[src/rtl/cassette_recorder_if.sv]
// SDRAM write port of the cassette recorder.
// The recorder drives address, data and a held write request.
// The memory side answers with a one-cycle completion strobe.
interface cassette_recorder_if;
  logic [24:0] sdram_addr;
  logic [7:0]  sdram_data;
  logic        sdram_we;
  logic        sdram_ack;

  modport master (output sdram_addr, sdram_data, sdram_we, input sdram_ack);
  modport slave  (input sdram_addr, sdram_data, sdram_we, output sdram_ack);
endinterface

[src/rtl/cassette_recorder.sv]
// Cassette recorder: demodulates the CPU's cassette-out FSK from the sound
// DAC, byte-aligns on 0x55 leader bytes and writes raw CAS bytes to SDRAM.
// A 1200 Hz cycle decodes as bit 0 and a 2400 Hz cycle as bit 1, LSB first.
// Optional macro CASREC_DEBUG_EN adds the 32-bit dbg status port.
//
// state  | meaning
// S_IDLE | motor off, decoder parked (a pending write still completes)
// S_HUNT | searching for a 0x55 leader byte, synced=0
// S_SYNC | byte aligned, every 8th bit emits a byte, synced=1
module cassette_recorder #(
  parameter logic [24:0] BASE_ADDR  = 25'h0,
  parameter int          MID        = 32,
  parameter int          HYST       = 4,
  parameter int          MIN_PERIOD = 200,
  parameter int          THRESH     = 560,
  parameter int          TIMEOUT    = 1500
) (
  input  logic        clk,
  input  logic        reset,
  input  logic        Q,
  input  logic        motor,
  input  logic [5:0]  dac,
  input  logic        rewind,
  cassette_recorder_if.master bus,
  output logic [24:0] rec_len,
  output logic        synced,
  output logic        overflow
`ifdef CASREC_DEBUG_EN
  ,
  output logic [31:0] dbg
`endif
);

  localparam logic [6:0]  SIG_HI = 7'(MID + HYST);
  localparam logic [6:0]  SIG_LO = 7'(MID - HYST);
  localparam logic [11:0] P_MIN  = 12'(MIN_PERIOD);
  localparam logic [11:0] P_THR  = 12'(THRESH);
  localparam logic [11:0] P_TO   = 12'(TIMEOUT);

  typedef enum logic [1:0] {S_IDLE, S_HUNT, S_SYNC} state_t;

  state_t      state, state_nxt;
  logic        sig, sig_d, q_d;
  logic [11:0] period;
  logic [7:0]  shreg;
  logic [3:0]  bcnt, bcnt_nxt;
  logic        shift_en, emit;

  logic       q_tick, sig_rise, bit_valid, lost, dec_bit;
  logic [7:0] sh_next;

  assign q_tick    = Q & ~q_d;
  assign sig_rise  = sig & ~sig_d;
  assign lost      = (period > P_TO);
  assign bit_valid = sig_rise && (period >= P_MIN) && !lost;
  assign dec_bit   = (period < P_THR);
  assign sh_next   = {dec_bit, shreg[7:1]};
  assign synced    = (state == S_SYNC);

  // Zero-crossing comparator with hysteresis around the DAC midpoint
  always_ff @(posedge clk) begin
    if (reset)
      sig <= 1'b0;
    else if ({1'b0, dac} >= SIG_HI)
      sig <= 1'b1;
    else if ({1'b0, dac} < SIG_LO)
      sig <= 1'b0;
  end

  // Delayed copies for Q tick and comparator rising-edge detection
  always_ff @(posedge clk) begin
    if (reset) begin
      q_d   <= 1'b0;
      sig_d <= 1'b0;
    end else begin
      q_d   <= Q;
      sig_d <= sig;
    end
  end

  // Cycle length in Q ticks; short glitch edges leave it running
  always_ff @(posedge clk) begin
    if (reset)
      period <= 12'd0;
    else if (sig_rise && (period >= P_MIN))
      period <= 12'd0;
    else if (q_tick && (period != 12'hFFF))
      period <= period + 12'd1;
  end

  // FSM state register
  always_ff @(posedge clk) begin
    if (reset)
      state <= S_IDLE;
    else
      state <= state_nxt;
  end

  // Next state, bit counting and byte emit decisions
  always_comb begin
    state_nxt = state;
    bcnt_nxt  = bcnt;
    shift_en  = 1'b0;
    emit      = 1'b0;
    if (!motor) begin
      state_nxt = S_IDLE;
      bcnt_nxt  = 4'd0;
    end else if (rewind) begin
      state_nxt = S_HUNT;
      bcnt_nxt  = 4'd0;
    end else begin
      case (state)
        S_IDLE: begin
          state_nxt = S_HUNT;
          bcnt_nxt  = 4'd0;
        end
        S_HUNT: begin
          bcnt_nxt = 4'd0;
          if (bit_valid) begin
            shift_en = 1'b1;
            if (sh_next == 8'h55) begin
              emit      = 1'b1;
              state_nxt = S_SYNC;
            end
          end
        end
        S_SYNC: begin
          if (lost) begin
            state_nxt = S_HUNT;
            bcnt_nxt  = 4'd0;
          end else if (bit_valid) begin
            shift_en = 1'b1;
            if (bcnt == 4'd7) begin
              emit     = 1'b1;
              bcnt_nxt = 4'd0;
            end else begin
              bcnt_nxt = bcnt + 4'd1;
            end
          end
        end
        default: begin
          state_nxt = S_IDLE;
          bcnt_nxt  = 4'd0;
        end
      endcase
    end
  end

  // Shift register and bit counter
  always_ff @(posedge clk) begin
    if (reset) begin
      shreg <= 8'h00;
      bcnt  <= 4'd0;
    end else begin
      bcnt <= bcnt_nxt;
      if (shift_en)
        shreg <= sh_next;
    end
  end

  // SDRAM write handshake; an ack retires before a same-cycle emit
  always_ff @(posedge clk) begin
    if (reset) begin
      bus.sdram_addr <= BASE_ADDR;
      bus.sdram_data <= 8'h00;
      bus.sdram_we   <= 1'b0;
      rec_len        <= 25'd0;
      overflow       <= 1'b0;
    end else if (rewind) begin
      bus.sdram_addr <= BASE_ADDR;
      bus.sdram_we   <= 1'b0;
      rec_len        <= 25'd0;
      overflow       <= 1'b0;
    end else begin
      if (bus.sdram_we && bus.sdram_ack) begin
        bus.sdram_we   <= 1'b0;
        bus.sdram_addr <= bus.sdram_addr + 25'd1;
        rec_len        <= rec_len + 25'd1;
      end
      if (emit) begin
        if (!bus.sdram_we || bus.sdram_ack) begin
          bus.sdram_data <= sh_next;
          bus.sdram_we   <= 1'b1;
        end else begin
          overflow <= 1'b1;
        end
      end
    end
  end

`ifdef CASREC_DEBUG_EN
  logic [11:0] last_period;

  // Length of the most recently decoded cycle
  always_ff @(posedge clk) begin
    if (reset)
      last_period <= 12'd0;
    else if (bit_valid)
      last_period <= period;
  end

  assign dbg = {last_period, shreg, bcnt, state, sig, synced, overflow, motor, 2'b00};
`endif

endmodule

[src/flat_wrapper.sv]
// flat-port wrapper written by rule: the top's interface ports become plain ports
module cassette_recorder_flat 
#(
  parameter logic [24:0] BASE_ADDR  = 25'h0,
  parameter int          MID        = 32,
  parameter int          HYST       = 4,
  parameter int          MIN_PERIOD = 200,
  parameter int          THRESH     = 560,
  parameter int          TIMEOUT    = 1500
)
  (clk, reset, Q, motor, dac, rewind, rec_len, synced, overflow, bus_sdram_addr, bus_sdram_data, bus_sdram_we, bus_sdram_ack);
  cassette_recorder_if bus_i ();
  input  logic clk;
  input  logic reset;
  input  logic Q;
  input  logic motor;
  input  logic [5:0] dac;
  input  logic rewind;
  output logic [24:0] rec_len;
  output logic synced;
  output logic overflow;
  output wire logic [$bits(bus_i.sdram_addr)-1:0] bus_sdram_addr;
  output wire logic [$bits(bus_i.sdram_data)-1:0] bus_sdram_data;
  output wire logic [$bits(bus_i.sdram_we)-1:0] bus_sdram_we;
  input wire logic [$bits(bus_i.sdram_ack)-1:0] bus_sdram_ack;
  assign bus_sdram_addr = bus_i.sdram_addr;
  assign bus_sdram_data = bus_i.sdram_data;
  assign bus_sdram_we = bus_i.sdram_we;
  assign bus_i.sdram_ack = bus_sdram_ack;
  cassette_recorder #(.BASE_ADDR(BASE_ADDR), .MID(MID), .HYST(HYST), .MIN_PERIOD(MIN_PERIOD), .THRESH(THRESH), .TIMEOUT(TIMEOUT)) u_core (.clk(clk), .reset(reset), .Q(Q), .motor(motor), .dac(dac), .rewind(rewind), .bus(bus_i), .rec_len(rec_len), .synced(synced), .overflow(overflow));
endmodule
[config.mk]
export PLATFORM = sky130hd
export DESIGN_NAME = cassette_recorder_flat
export DESIGN_NICKNAME = d
export VERILOG_FILES = /design/src/rtl/cassette_recorder_if.sv /design/src/rtl/cassette_recorder.sv /design/src/flat_wrapper.sv
export SDC_FILE = /design/constraint.sdc
export NUM_CORES = 1
export LEC_CHECK = 0
export ABC_AREA = 1
export CAP_MARGIN = 20
export CORE_AREA = 3 3 90 92
export CTS_CLUSTER_DIAMETER = 30
export DETAILED_ROUTE_END_ITERATION = 6
export DIE_AREA = 0 0 93 95
export DONT_BUFFER_PORTS = 1
export GPL_ROUTABILITY_DRIVEN = 0
export PLACE_DENSITY_LB_ADDON = 0.3
export SLEW_MARGIN = 10
export SYNTH_ARGS = -nofsm -noshare
export SYNTH_HDL_FRONTEND = slang
export SYNTH_SLANG_ARGS = --single-unit
[constraint.sdc]
create_clock -name clk -period 3.8 [get_ports clk]
set_clock_uncertainty 0.2 [all_clocks]
set_input_delay 0.57 -clock clk [delete_from_list [all_inputs] [get_ports clk]]
set_output_delay 0.57 -clock clk [all_outputs]
set_load 0.03 [all_outputs]
==> qor.txt <==
Status: complete, no violations
Fmax: 424 MHz
Final Max Slew Viols: 0
Hold WC Path Type: input port to register
Starting DRC count in detailed routing: 161
Root Buffer: clkbuf_8
Cell taking the most area after synthesis: dfxtp_1
Nets: 630
Slew headroom: 38.2%
Final setup TNS: 0 ns
Routed len/inst: 12.3 µm
Resize count post-CTS: 0
Die ar.: 0.00884 mm²
First-pass DRT Iterations: 5
Unrepaired setup endpoints after global routing: no
Tcrit/Tclk final: 62.1%
Clk slew on worst S/H paths: 0.09 ns
Post-layout power: 1.61 mW
R2r worst-path depth: 10
R2r startpoint: u_core.rec_len[1]
Crit Path Max Fanout: 4
Leakage: 1.68 nW
Reg-to-reg endpoint: u_core.rec_len[12]
Post-Synthesis Net Count: 627
Min-delay src: reset
First-pass GRT wire length: 14800 µm
Synthesized area: 0.00436 mm²
Core ar.: 0.00729 mm²
Crit path capture type: register
Die H: 95 µm
Final Core Density: 63.4%
Congestion Overflow GR: 0
Sequential-to-total area share from yosys stat: 40.4%
EDFF count, synth: 0
Fillcell total: 664
Post-synthesis average cell area: 7.19 µm²
DIE WIDTH: 93 µm
Post-Synth Simple-Gate Area: 32.3%
Largest family of logic cells by synthesized area: simple AND/OR/NAND/NOR gates
Ys flop type: dfxtp_1
Yosys warns: 0
Global Route Usage Sum: 20.7%
Synth Area in XOR/XNOR: 4.82%
Worst Setup Start Kind: register
Hold Path End: u_core.sig_d
Hold WS: 0.0845 ns
Number of max-cap violations: 0
Largest net degree at the start of global routing: 35
H-tree depth: 3
Clk sinks: 88
Asr flop ratio synth: 0%
Place WS: 1.26 ns
Layout cells sized above 1: 6.85%
Post-Synthesis Cells: 606
Initial antenna violation count: 0
# setup viols final: 0
Total number of vias: 3729
Drt via density: 5.24
DRC viols: 0
Post-CTS setup buffer count: 0
HPWL Detailed: 6630 µm
Final wirelength: 8740 µm
CTS tree: built
Critical path type: register to register
# IOs: 73
Worst VDD drop: 0.265 mV
Synth top area cells: dfxtp_1, nand2_1, inv_1, nor2_1, a21oi_1
Initial core utilization: 59.7%
Number of synthesized register bits: 88
Hold Crit Depth: 1
Worst EP required: 3.85 ns
Reg2reg setup slack: 1.44 ns
Synth unique cells: 39
# diodes: 0
Clk_lat worst skew: 0.36 ns
Worst-case clock buffer depth: 2
Hold Fails Final Rpt: 0
Worst setup margin: 1.44 ns
Post-CTS Hold Fix Bufs: 0
Area growth, synth to finish: 6.15%
Post-Synth Adder-Cell Area: 2.58%
Worst EP arrival: 2.41 ns
Number of global-route vias before repair: 3457
Final min period: 2.36 ns
Share of the synthesized area in the top cell type: 40.4%
Number of port buffers: 0
Site row count: 31
CTS buffer count: 9
Compound-Gate Fraction of Synth Area: 10.1%
Worst slew pin tran: 0.922 ns
Mux cell area share after synthesis: 0%
ANT nets after route: 0
Power per cell area: 347 mW/mm²
stage by stage:
step	instances	area, µm²
3_3_place_gp	697	4430
2_1_floorplan	606	4360
3_5_place_dp	697	4430
4_1_cts	712	4620
5_1_grt	712	4620
6_report	712	4620
cell usage in the layout, fill, tap and decap left out, types with 5 or more instances in the layout:
cell,instances
a21oi_1,46
clkbuf_8,9
dfxtp_1,88
ha_1,9
inv_1,95
nand2_1,106
nand2_2,5
nand3_1,23
nand4_1,19
nor2_1,88
nor3_1,24
nor4_1,5
o21ai_0,30
xnor2_1,7
xor2_1,17
worst max-delay path: stages, from the launching register on:
cell	delay, ns
dfxtp_1	0.61
ha_1	0.26
nand3_1	0.08
nor2_1	0.18
nand3_2	0.14
nor2_1	0.17
nand2_1	0.09
nor3_1	0.22
nand2_1	0.10
o21ai_0	0.16
a21oi_1	0.05
synthesized netlist by cell type (2+ instances only):
master / number
nand2_1: 106
inv_1: 95
dfxtp_1: 88
nor2_1: 88
a21oi_1: 46
o21ai_0: 30
nor3_1: 24
nand3_1: 23
nand4_1: 19
xor2_1: 17
ha_1: 9
xnor2_1: 7
clkbuf_1: 6
nand2_2: 5
nor4_1: 5
nor2_2: 4
buf_6: 3
nor3_2: 3
nor3b_1: 3
a31oi_1: 2
clkinv_1: 2
nand3_4: 2
nor3_4: 2
o21a_1: 2
routing by layer:
metal | vias up | track usage (%) | wire, µm
met2 | 99 | 34.7 | 4050
met5 | - | 0 | 0
met4 | 0 | 8.06 | 140
met3 | 11 | 6.22 | 640
li1 | 1941 | - | -
met1 | 1678 | 24.9 | 3910
worst max-delay path by stage:
stage                                   start                       end  slack [ns]  depth (start not counted)
after floorplan             u_core.rec_len[1]        u_core.rec_len[12]        1.68                         10
after global placement                  reset  u_core.bus.sdram_addr[8]        1.30                          4
after detailed placement                reset  u_core.bus.sdram_addr[8]        1.26                          4
after CTS                 u_core.bus.sdram_we        u_core.rec_len[12]        1.42                          9
after global routing        u_core.rec_len[1]        u_core.rec_len[12]        1.15                         10
final                       u_core.rec_len[1]        u_core.rec_len[12]        1.44                         10
state kept, by name, summed over array words and instances, names as in the netlist:
register and count:
u_core.bcnt 4, u_core.sig 1, u_core.bus.sdram_addr 25, u_core.q_d 1, u_core.bus.sdram_data 8, u_core.bus.sdram_we 1
u_core.state 2, u_core.shreg 7, u_core.period 12, u_core.sig_d 1, u_core.rec_len 25, u_core.overflow 1
area by class of cell:
type / count / area [µm²] / share of cell area [%]
multi-input combinational: 411 / 2170 / 46.9
sequential: 88 / 1760 / 38.1
tap: 99 / 124 / 2.68
clock buffer: 9 / 124 / 2.68
clock inverter: 6 / 68.8 / 1.49
inverter: 98 / 370 / 8.01
timing repair buffer: 1 / 7.51 / 0.162
power by group:
part           switching (mW)  leakage [nW]  internal (mW)
logic                  0.0303         0.887         0.0124
registers             0.00253         0.710          0.925
clock network           0.334        0.0840          0.302
kinds of logic (layout without fill, tap and decap cells):
group | Yosys count | in the layout
xor gates and xnor gates | 24 | 24
adders and majority gates | 9 | 9
buffers and inverters | 107 | 114
and+or+nand+nor | 294 | 294
AOI/OAI and AO/OA | 84 | 84
DFF | 88 | 88
Note: power is estimated with default switching activity, not from simulation.
